<file path="src/rtl/cpu_pkg.sv">
// Shared fetch-path types and constants: fetch entry layout, bubble word, reset PC.
// Pure declarations; no timing or flow-control behaviour.
package cpu_pkg;

    localparam int                INST_W           = 32;
    localparam logic [INST_W-1:0] NOP_BUBBLE       = 32'h0;
    localparam logic [31:0]       RESET_PC_DEFAULT = 32'h0000_0000;

    typedef struct packed {
        logic [31:0]       pc;
        logic [INST_W-1:0] inst;
    } fetch_entry_t;

    function automatic logic [31:0] pc_next(input logic [31:0] pc);
        return pc + 32'd4;
    endfunction

endpackage

</file>
<file path="src/rtl/fetch_fifo.sv">
// Circular prefetch queue of fetch entries; push visible at head next cycle, head is combinational.
// No internal backpressure: the owner's credit scheme prevents overflow; flush beats push and pop.
module fetch_fifo
    import cpu_pkg::*;
#(
    parameter int DEPTH = 2,
    parameter int CW    = $clog2(DEPTH) + 1
) (
    input  logic         clk,
    input  logic         reset,
    input  logic         push,
    input  fetch_entry_t push_dat,
    input  logic         pop,
    input  logic         flush,
    output logic [CW-1:0] count,
    output fetch_entry_t head
);

    localparam int PW = $clog2(DEPTH);

    fetch_entry_t  mem_q [DEPTH];
    logic [PW-1:0] rd_ptr_q, rd_ptr_d;
    logic [PW-1:0] wr_ptr_q, wr_ptr_d;
    logic [CW-1:0] count_q, count_d;
    logic          pop_ok;
    logic          push_ok;

    // Guards make the queue safe on its own even if a caller misbehaves.
    assign pop_ok  = pop && (count_q != '0);
    assign push_ok = push && ((int'(count_q) < DEPTH) || pop_ok);

    always_comb begin
        rd_ptr_d = rd_ptr_q;
        wr_ptr_d = wr_ptr_q;
        count_d  = count_q;
        if (flush) begin
            rd_ptr_d = '0;
            wr_ptr_d = '0;
            count_d  = '0;
        end else begin
            if (push_ok) wr_ptr_d = wr_ptr_q + 1'b1;
            if (pop_ok)  rd_ptr_d = rd_ptr_q + 1'b1;
            count_d = count_q + CW'(push_ok) - CW'(pop_ok);
        end
    end

    always_ff @(posedge clk or posedge reset) begin
        if (reset) begin
            rd_ptr_q <= '0;
            wr_ptr_q <= '0;
            count_q  <= '0;
        end else begin
            rd_ptr_q <= rd_ptr_d;
            wr_ptr_q <= wr_ptr_d;
            count_q  <= count_d;
        end
    end

    always_ff @(posedge clk) begin
        if (push_ok && !flush) mem_q[wr_ptr_q] <= push_dat;
    end

    assign count = count_q;
    assign head  = mem_q[rd_ptr_q];

endmodule

</file>
<file path="src/rtl/fetch_unit.sv">
// Fetch stage: owns the PC, issues credit-limited imem requests, queues responses for decode (grant->inst_valid 2 cycles).
// Decode stall holds the queue head; requests stop once queued + in-flight reaches DEPTH; a redirect flushes and drops stale responses.
module fetch_unit
    import cpu_pkg::*;
#(
    parameter int          DEPTH    = 2,
    parameter logic [31:0] RESET_PC = RESET_PC_DEFAULT
) (
    input  logic              clk,
    input  logic              reset,
    output logic              imem_req,
    output logic [31:0]       imem_addr,
    input  logic              imem_gnt,
    input  logic              imem_rvalid,
    input  logic [INST_W-1:0] imem_rdata,
    input  logic              jump_flag,
    input  logic [31:0]       jump_target,
    input  logic              stall,
    output logic              inst_valid,
    output logic [INST_W-1:0] inst,
    output logic [31:0]       inst_pc
);

    localparam int CW = $clog2(DEPTH) + 1;

    logic [31:0]   fetch_pc_q, fetch_pc_d;
    logic [31:0]   resp_pc_q, resp_pc_d;
    logic [CW-1:0] outst_q, outst_d;
    logic [CW-1:0] discard_q, discard_d;
    logic [CW-1:0] count;
    logic [31:0]   redirect_pc;
    logic          credit_ok;
    logic          accept;
    logic          push;
    logic          pop;
    fetch_entry_t  push_dat;
    fetch_entry_t  head;

    assign redirect_pc = jump_target & 32'hFFFF_FFFC;

    // In-flight fetches hold a queue slot in advance, so a kept response can always be pushed.
    assign credit_ok = (int'(outst_q) + int'(count)) < DEPTH;
    assign imem_req  = !reset && !jump_flag && credit_ok;
    assign imem_addr = fetch_pc_q;
    assign accept    = imem_req && imem_gnt;

    assign push     = imem_rvalid && !jump_flag && (discard_q == '0);
    assign pop      = inst_valid && !stall && !jump_flag;
    assign push_dat = '{pc: resp_pc_q, inst: imem_rdata};

    always_comb begin
        fetch_pc_d = fetch_pc_q;
        resp_pc_d  = resp_pc_q;
        outst_d    = outst_q;
        discard_d  = discard_q;
        if (jump_flag) begin
            // Everything still in flight after this cycle belongs to the old path.
            fetch_pc_d = redirect_pc;
            resp_pc_d  = redirect_pc;
            outst_d    = outst_q - CW'(imem_rvalid);
            discard_d  = outst_q - CW'(imem_rvalid);
        end else begin
            if (accept) fetch_pc_d = pc_next(fetch_pc_q);
            outst_d = outst_q + CW'(accept) - CW'(imem_rvalid);
            if (imem_rvalid) begin
                if (discard_q != '0) discard_d = discard_q - 1'b1;
                else                 resp_pc_d = pc_next(resp_pc_q);
            end
        end
    end

    always_ff @(posedge clk or posedge reset) begin
        if (reset) begin
            fetch_pc_q <= RESET_PC;
            resp_pc_q  <= RESET_PC;
            outst_q    <= '0;
            discard_q  <= '0;
        end else begin
            fetch_pc_q <= fetch_pc_d;
            resp_pc_q  <= resp_pc_d;
            outst_q    <= outst_d;
            discard_q  <= discard_d;
        end
    end

    fetch_fifo #(
        .DEPTH (DEPTH),
        .CW    (CW)
    ) u_fifo (
        .clk      (clk),
        .reset    (reset),
        .push     (push),
        .push_dat (push_dat),
        .pop      (pop),
        .flush    (jump_flag),
        .count    (count),
        .head     (head)
    );

    assign inst_valid = (count != '0);
    assign inst       = inst_valid ? head.inst : NOP_BUBBLE;
    assign inst_pc    = inst_valid ? head.pc   : 32'h0;

endmodule

</file>
<file path="config.mk">
export PLATFORM = sky130hd
export DESIGN_NAME = fetch_unit
export DESIGN_NICKNAME = d
export VERILOG_FILES = /design/src/rtl/cpu_pkg.sv /design/src/rtl/fetch_fifo.sv /design/src/rtl/fetch_unit.sv
export SDC_FILE = /design/constraint.sdc
export NUM_CORES = 1
export LEC_CHECK = 0
export ABC_AREA = 0
export CORE_MARGIN = 5
export CORE_UTILIZATION = 47
export DETAILED_ROUTE_END_ITERATION = 16
export HOLD_SLACK_MARGIN = 0.02
export PLACE_DENSITY = 0.76
export SYNTH_ARGS = -nofsm -noshare
export SYNTH_HDL_FRONTEND = slang
export SYNTH_SLANG_ARGS = --single-unit
</file>
<file path="constraint.sdc">
create_clock -name clk -period 4.71 [get_ports clk]
set_input_delay 0.471 -clock clk [delete_from_list [all_inputs] [get_ports clk]]
set_output_delay 0.471 -clock clk [all_outputs]
set_load 0.02 [all_outputs]
</file>
==> results.md, run 1 <==
* Worst Setup End Kind: output pin
* Setup violators final at 0
* Post-CTS sizing at 0
* Syn Area/Cell at 12.37 µm²
* Vias/cell at 5.619
* H-tree levels at 4
* Global-route congestion overflow total at 0
* Initial Utilization at 0.4728
* CP Launch Type: register
* Sequential share of the synthesized area at 0.6176
* CP startpoint: u_fifo.count[1]$_DFF_PP0_
* TritonCTS clock tree: yes
* Area delta synth->final at 27.25%
* Setup CP Type: register to output pin
* Final nets at 938
* Iteration-0 DRC Markers at 400
* Placed insts at around 1100
* Max cap viols at 0
* Worst Tran Pin Value at 1108 ps
* Gp weighted congestion at between 0.8 and 0.9
* PD cells at between 400 and 500 nW/µm²
* Min cycle time layout at around 3200 ps
* Drt pass-1 iters at 5
* DIE AREA at roughly 22000 µm²
* CP cell instances: nor2_4 > buf_4 > nor2_1 > clkdlybuf4s50_1
* Largest stage delay, worst path at between 700 and 800 ps
* Setup slack at placement at about 1500 ps
* Post-synth EDFFs at about 120
* Inserted Diodes at 0
* Peak supply drop at 0.3302 mV
* Core Area at 18580 µm²
* Fin Setup TNS at 0 ps
* Status: finished clean
* Die Span Y at ~150 µm
* Tot GR Track Use at 0.1840
* Fraction of layout cells with a size suffix above 1 at 0.07913
* Slowest stage cell, crit path: nor2_4
* Post-CTS Hold Fix Bufs at 0
* Non-Filler Instances at around 1100
* Synthesized flop and latch total at around 190
* Final instance area at 11180 µm²
* CTS Buffer Depth at 2
* Worst skew pair latency at between 400 and 500 ps
* Slew Limit Fails at 0
* Vias at between 6000 and 7000
* Port buffer count at 161
* DR DRC count at 0
* Final Hold Viols at 0
* Largest fanout on the critical path at slightly above 40
* Worst reg2reg path startpoint: u_fifo.count[0]$_DFF_PP0_
* Worst setup margin at 1491 ps
* Post-CTS Setup Inserts at 0
* Worst hold-check path type: register to register
* Syn Inst Count at around 700
* DRT antenna net count at 0
* Chip width at 146.7 µm
* Ys Warns at 0
* Clock Sink Count at about 190
* Post-synth cell types at about 50
* Layout Skew at roughly 13 ps
* Worst min-delay path startpoint: resp_pc_q[31]$_DFFE_PP0P_
* Slew headroom at 0.2616
* Number of global-route vias before repair at between 6000 and 7000
* Pin count of the biggest net entering global routing at between 60 and 70
* Cts bufs inserted at 17
* Post-Syn Area at around 8800 µm²
* Final WL at 19610 µm
* Leak at between 3 and 4 nW
* Clock slew at reported path FFs at roughly 70 ps
* Ys flop type: edfxtp_1
* Clock root buffer: clkbuf_16
* Final worst-path cycle share at 0.6835
* Drt wl/cell at about 18 µm
* Unrepaired setup endpoints after global routing: no
* Final Util at 0.6016
* WP data arrival at approximately 2800 ps
* Worst Path Required at 4240 ps
* Initial antenna violation count at 0
* First-pass GRT wire length at ~32000 µm
* Hpwl dp at roughly 13000 µm
* Standard-cell rows at 50
* Placed cell area at between 10000 and 15000 µm²
* Share of synthesized flip-flops with an asynchronous set or reset at 0.3542
* Fmax at around 310 MHz
* Fillers at roughly 1500
* Ports at 168
[through the flow]
stage	hold WS, ps	power [mW]
5_1_grt	551.7	4.928
3_5_place_dp	508.0	3.323
4_1_cts	522.4	4.743
2_1_floorplan	455.9	2.809
3_3_place_gp	498.7	3.299
6_report	525.3	4.693
[power by group]
group,total (mW),switching (mW),internal [mW]
sequential,2.14,0.179,1.96
combinational,1.14,0.608,0.537
clock,1.41,0.609,0.800
[registers in the layout (all words and copies together), names as in the netlist]
signal and flops:
discard_q 2, imem_addr 30, outst_q 2, resp_pc_q 30, u_fifo.count 2, u_fifo.mem_q 124, u_fifo.rd_ptr_q 1, u_fifo.wr_ptr_q 1
[kinds of logic (layout without fill, tap and decap cells)]
group,after synthesis,count (layout),synth area share
and+or+nand+nor,251,251,0.1497
DFF,192,192,0.6176
muxes,83,83,0.09699
AOI/OAI and AO/OA,82,82,0.06310
buffers and inverters,65,224,0.03162
xor gates and xnor gates,27,27,0.02692
adders and majority gates,9,9,0.01367
other,1,4,0.0004269
[synthesized netlist by cell type (5+ instances only)]
library cell / number / area share
edfxtp_1: 124 / 0.42
nor2_1: 96 / 0.041
dfrtp_1: 68 / 0.19
mux2i_1: 66 / 0.075
nand2_1: 29 / 0.012
a31oi_1: 27 / 0.019
or4_1: 27 / 0.023
inv_1: 22 / 0.0094
nand4_1: 21 / 0.015
clkbuf_1: 20 / 0.0085
o31ai_1: 19 / 0.016
xnor2_1: 18 / 0.018
mux2_2: 17 / 0.022
nand3_1: 16 / 0.0091
nor4_1: 15 / 0.011
buf_1: 14 / 0.0060
o21ai_0: 11 / 0.0063
xor2_1: 9 / 0.0090
ha_1: 8 / 0.011
or3_1: 8 / 0.0057
nor3_1: 7 / 0.0040
and4_1: 6 / 0.0060
a211oi_1: 5 / 0.0043
a21oi_1: 5 / 0.0028
and3_1: 5 / 0.0036
nand2b_1: 5 / 0.0036
[cell usage in the layout, fill, tap and decap left out, drive strengths merged, types with 9 or more instances in the layout]
cell	Yosys	final
o21ai	11	11
inv	22	25
xnor2	18	18
or4	27	27
dfrtp	68	68
a31oi	27	27
edfxtp	124	124
nand2	29	29
clkdlybuf4s50	0	161
nor2	96	96
mux2	17	17
nand4	22	22
xor2	9	9
clkbuf	20	21
nor4	16	16
buf	23	9
mux2i	66	66
o31ai	19	19
nand3	18	18
[cell type report]
| class | instances | area (µm²) | area share |
|---|---|---|---|
| Clock buffer | 21 | 450.4 | 0.04030 |
| Clock inverter | 11 | 128.9 | 0.01153 |
| Inverter | 22 | 82.58 | 0.007388 |
| Multi-Input combinational cell | 456 | 3115 | 0.2787 |
| Sequential cell | 192 | 5429 | 0.4857 |
| Tap cell | 234 | 292.8 | 0.02619 |
| Timing Repair Buffer | 170 | 1679 | 0.1502 |
[worst max-delay path, delay by kind of cell (launching register included)]
family	cells	cell delay (ps)
buffers and inverters	2	970
and+or+nand+nor	2	870
DFF	1	460
[worst paths after layout]
kind | cells past startpoint | slack (ps) | end
worst max-delay path | 4 | 1490 | inst[15]
worst min-delay path | 0 | 530 | u_fifo.mem_q[1][63]$_DFFE_PP_
worst max register to register | 8 | 1800 | imem_addr[29]$_DFFE_PP0P_
min in group asynchronous | 2 | 550 | imem_addr[11]$_DFFE_PP0P_
worst min register to register | 0 | 530 | u_fifo.mem_q[1][63]$_DFFE_PP_
max in group asynchronous | 3 | 3190 | resp_pc_q[18]$_DFFE_PP0P_
[per-layer routing]
metal  up-vias  GRT usage  share of wire
met5         -          0              0
met4         0    0.04986          0.015
met3        27    0.04349          0.065
met2       226     0.2943           0.46
met1      2999     0.2542           0.46
li1       2963          -              -
No activity file was read; power rests on OpenSTA's default activity.
==> run 2: changes to the inputs <==
==> constraint.sdc (replaced) <==
create_clock -name clk -period 2.6 [get_ports clk]
set_input_delay 0.26 -clock clk [delete_from_list [all_inputs] [get_ports clk]]
set_output_delay 0.26 -clock clk [all_outputs]
set_load 0.02 [all_outputs]
==> run 2 against run 1 <==
- register-to-register slack got worse by 1800 ps
- utilization increased by 2.1 points
- clock-buffer cell count decreased by 1
- critical path depth grew 5
- clock skew is 4.8 ps lower
- via count up 1.9%
- die area did not move
- global-route usage grew 0.57 points
- flip-flop and latch count unchanged
- setup slack got worse by 1500 ps
- clock power grew 86%
- first-iteration DRC count is 9.8% higher
- critical endpoint is now imem_addr[29]$_DFFE_PP0P_
- largest cell class unchanged
- highest routed layer unchanged
==> results.md, run 2 (synthesized netlist as in run 1, its figures left out) <==
* Slew headroom at 0.5833 (was 0.2616)
* Tot GR Track Use at 0.1896 (was 0.1840)
* WP data arrival at 2930 ps (was 2750 ps)
* Inserted Diodes at 0 (unchanged)
* GR peak layer: met2 (unchanged)
* Most flops, register: u_fifo.mem_q (unchanged)
* Vias/cell at 5.582 (was 5.619)
* Layout Skew at 8.263 ps (was 13.04 ps)
* Most frequent cells in the layout: clkdlybuf4s50_1 (160), edfxtp_1 (124), nor2_1 (94) (was clkdlybuf4s50_1 (161), edfxtp_1 (124), nor2_1 (95))
* Pin count of the biggest net entering global routing at 67 (was 65)
* Area delta synth->final at 31.65% (was 27.25%)
* Worst Path Required at 2950 ps (was 4240 ps)
* CTS Buffer Depth at 2 (unchanged)
* Final worst-path cycle share at 0.9932
* Standard-cell rows at 50 (unchanged)
* Core Area at 18580 µm² (unchanged)
* Initial Utilization at 0.4728 (unchanged)
* TritonCTS clock tree: yes (unchanged)
* Cts bufs inserted at 17 (unchanged)
* GRT met2 Usage at 0.2994 (was 0.2943)
* Number of global-route vias before repair at 6194 (was 6065)
* Iteration-0 DRC Markers at 439 (was 400)
* H-tree levels at 4 (unchanged)
* Leak at 4.019 nW (was 3.811 nW)
* Chip width at 146.7 µm (unchanged)
* Worst Setup End Kind: register (was output pin)
* Final WL at 20360 µm (was 19610 µm)
* Worst hold slack at 315.0 ps (was 525.3 ps)
* Drt wl/cell at 17.94 µm (was 17.73 µm)
* Final nets at 967 (was 938)
* Clock slew at reported path FFs at 70 ps (about the same)
* First-pass GRT wire length at 32700 µm (was 31680 µm)
* Hpwl dp at 14180 µm (was 13320 µm)
* Drt pass-1 iters at 5 (unchanged)
* Clock Sink Count at 192 (unchanged)
* Post-CTS Hold Fix Bufs at 0 (unchanged)
* Slowest stage cell, crit path: fa_2 (was nor2_4)
* Setup slack at placement at -54.88 ps (was 1540 ps)
* Largest fanout on the critical path at 15 (was 41)
* Fillers at 1440 (was 1464)
* Slew Limit Fails at 0 (unchanged)
* Global-route congestion overflow total at 0 (unchanged)
* Clock root buffer: clkbuf_16 (unchanged)
* PD cells at 756.6 nW/µm² (was 419.8 nW/µm²)
* Worst Tran Pin Value at 619.3 ps (was 1108 ps)
* DR DRC count at 0 (unchanged)
* Worst skew pair latency at 420 ps (was 430 ps)
* Vias at 6336 (was 6215)
* Register Area at 5429 µm² (unchanged)
* Fmax at ~390 MHz
* Crit path max-delay family: simple AND/OR/NAND/NOR gates (was buffers and inverters)
* Initial antenna violation count at 0 (unchanged)
* Setup CP Type: register to register (was register to output pin)
* Gp weighted congestion at 0.8694 (was 0.8550)
* Global Route met1 Usage at 0.2659 (was 0.2542)
* CP Launch Type: register (unchanged)
* Crit path buf inv count at 3 (was 2)
* Reg2reg end: imem_addr[29]$_DFFE_PP0P_ (unchanged)
* Max reg flops at 124 (unchanged)
* Worst reg2reg path startpoint: outst_q[0]$_DFF_PP0_ (was u_fifo.count[0]$_DFF_PP0_)
* Largest stage delay, worst path at 480 ps (was 770 ps)
* Unrepaired setup endpoints after global routing: yes (was no)
* Ports at 168 (unchanged)
* Final Hold Viols at 0 (unchanged)
* CP cell instances: inv_2 > nor2_4 > fa_2 > nor4b_4 > buf_4 > nand4_1 > buf_6 > or4_4 > a31oi_2 (was nor2_4 > buf_4 > nor2_1 > clkdlybuf4s50_1)
* Min cycle time layout at about 2600 ps
* Total power at 8.750 mW (was 4.693 mW)
* Area occupied by multi-input gates at 3176 µm² (was 3115 µm²)
* Setup violators final at 0 (unchanged)
* Worst setup margin at 17.63 ps (was 1491 ps)
* R2R depth at 9 (was 8)
* Met3 Usage GRT at 0.03948 (was 0.04349)
* CP startpoint: outst_q[0]$_DFF_PP0_ (was u_fifo.count[1]$_DFF_PP0_)
* Status: finished clean (unchanged)
* Fraction of layout cells with a size suffix above 1 at 0.1210 (was 0.07913)
* DRT antenna net count at 0 (unchanged)
* Max cap viols at 0 (unchanged)
* Worst hold-check path type: primary input to async pin (was register to register)
* Port buffer count at 161 (unchanged)
* FF-to-FF setup slack at 20 ps (was 1800 ps)
* Die Span Y at 146.7 µm (unchanged)
* Peak supply drop at 0.4736 mV (was 0.3302 mV)
* DIE AREA at 21530 µm² (unchanged)
* Commonest non-fill, non-tap cell in the layout: clkdlybuf4s50_1 (unchanged)
-- run 2: changes by cell type in the layout (fill, tap and decap cells not counted), moves of 3 or more --
cell        change
buf_12          +7
clkinvlp_4      -5
inv_1           -3
inv_4           +3
buf_4          +20
inv_2           +3
-- run 2: how the worst max path moves through the flow --
| stage | depth (start not counted) | to | slack (ps) |
|---|---|---|---|
| 2_1_floorplan | 5 | u_fifo.mem_q[0][0]$_DFFE_PP_ | -20 |
| 5_1_grt | 9 | imem_addr[29]$_DFFE_PP0P_ | -80 |
| 3_3_place_gp | 8 | imem_addr[19]$_DFFE_PP0P_ | 40 |
| 6_report | 9 | imem_addr[29]$_DFFE_PP0P_ | 20 |
| 3_5_place_dp | 9 | imem_addr[29]$_DFFE_PP0P_ | -50 |
| 4_1_cts | 9 | imem_addr[29]$_DFFE_PP0P_ | 40 |
-- run 2: layer usage --
metal / vias to the layer above / share of wire
li1: 3022 / -
met1: 3072 / 0.46
met2: 227 / 0.48
met3: 15 / 0.056
met4: 0 / 0.011
met5: - / 0
-- run 2: final cells by class --
type / instances / area share
clock inverters: 12 / 0.01331
repair buffers: 199 / 0.1725
well taps: 234 / 0.02532
flip-flops and latches: 192 / 0.4694
clock buffers: 20 / 0.03776
inverters: 22 / 0.007141
multi-input cells: 456 / 0.2746
-- run 2: repair_timing --
item | in CTS | in global routing
endpoints found under the setup margin | 12 | 17
setup buffers | 1 | 5
gates resized for setup | 2 | 15
pin swaps | 1 | 11
-- run 2: worst reg2reg max path: cells and delay by family, from the launching register on --
family | cells | cell delay [ps]
and+or+nand+nor | 4 | 1040
buffers and inverters | 3 | 420
adders and majority gates | 1 | 480
AOI/OAI and AO/OA | 1 | 190
DFF | 1 | 380
-- run 2: stage by stage --
stage                     cell area (µm²)  cells  TNS, ps    util
after detailed placement            10860   1097   -159.0  0.5844
after global routing                11560   1135   -245.1  0.6224
after global placement              10860   1097        0  0.5844
after floorplan                      8813    713    -1128       -
after CTS                           11470   1130        0  0.6174
final                               11560   1135        0  0.6224
-- run 2: power by group --
| part | switching, mW | internal (mW) | total, mW |
|---|---|---|---|
| Clock | 1.10 | 1.52 | 2.62 |
| Combinational | 1.22 | 1.10 | 2.32 |
| Sequential | 0.263 | 3.55 | 3.81 |
| Total | 2.58 | 6.17 | 8.75 |
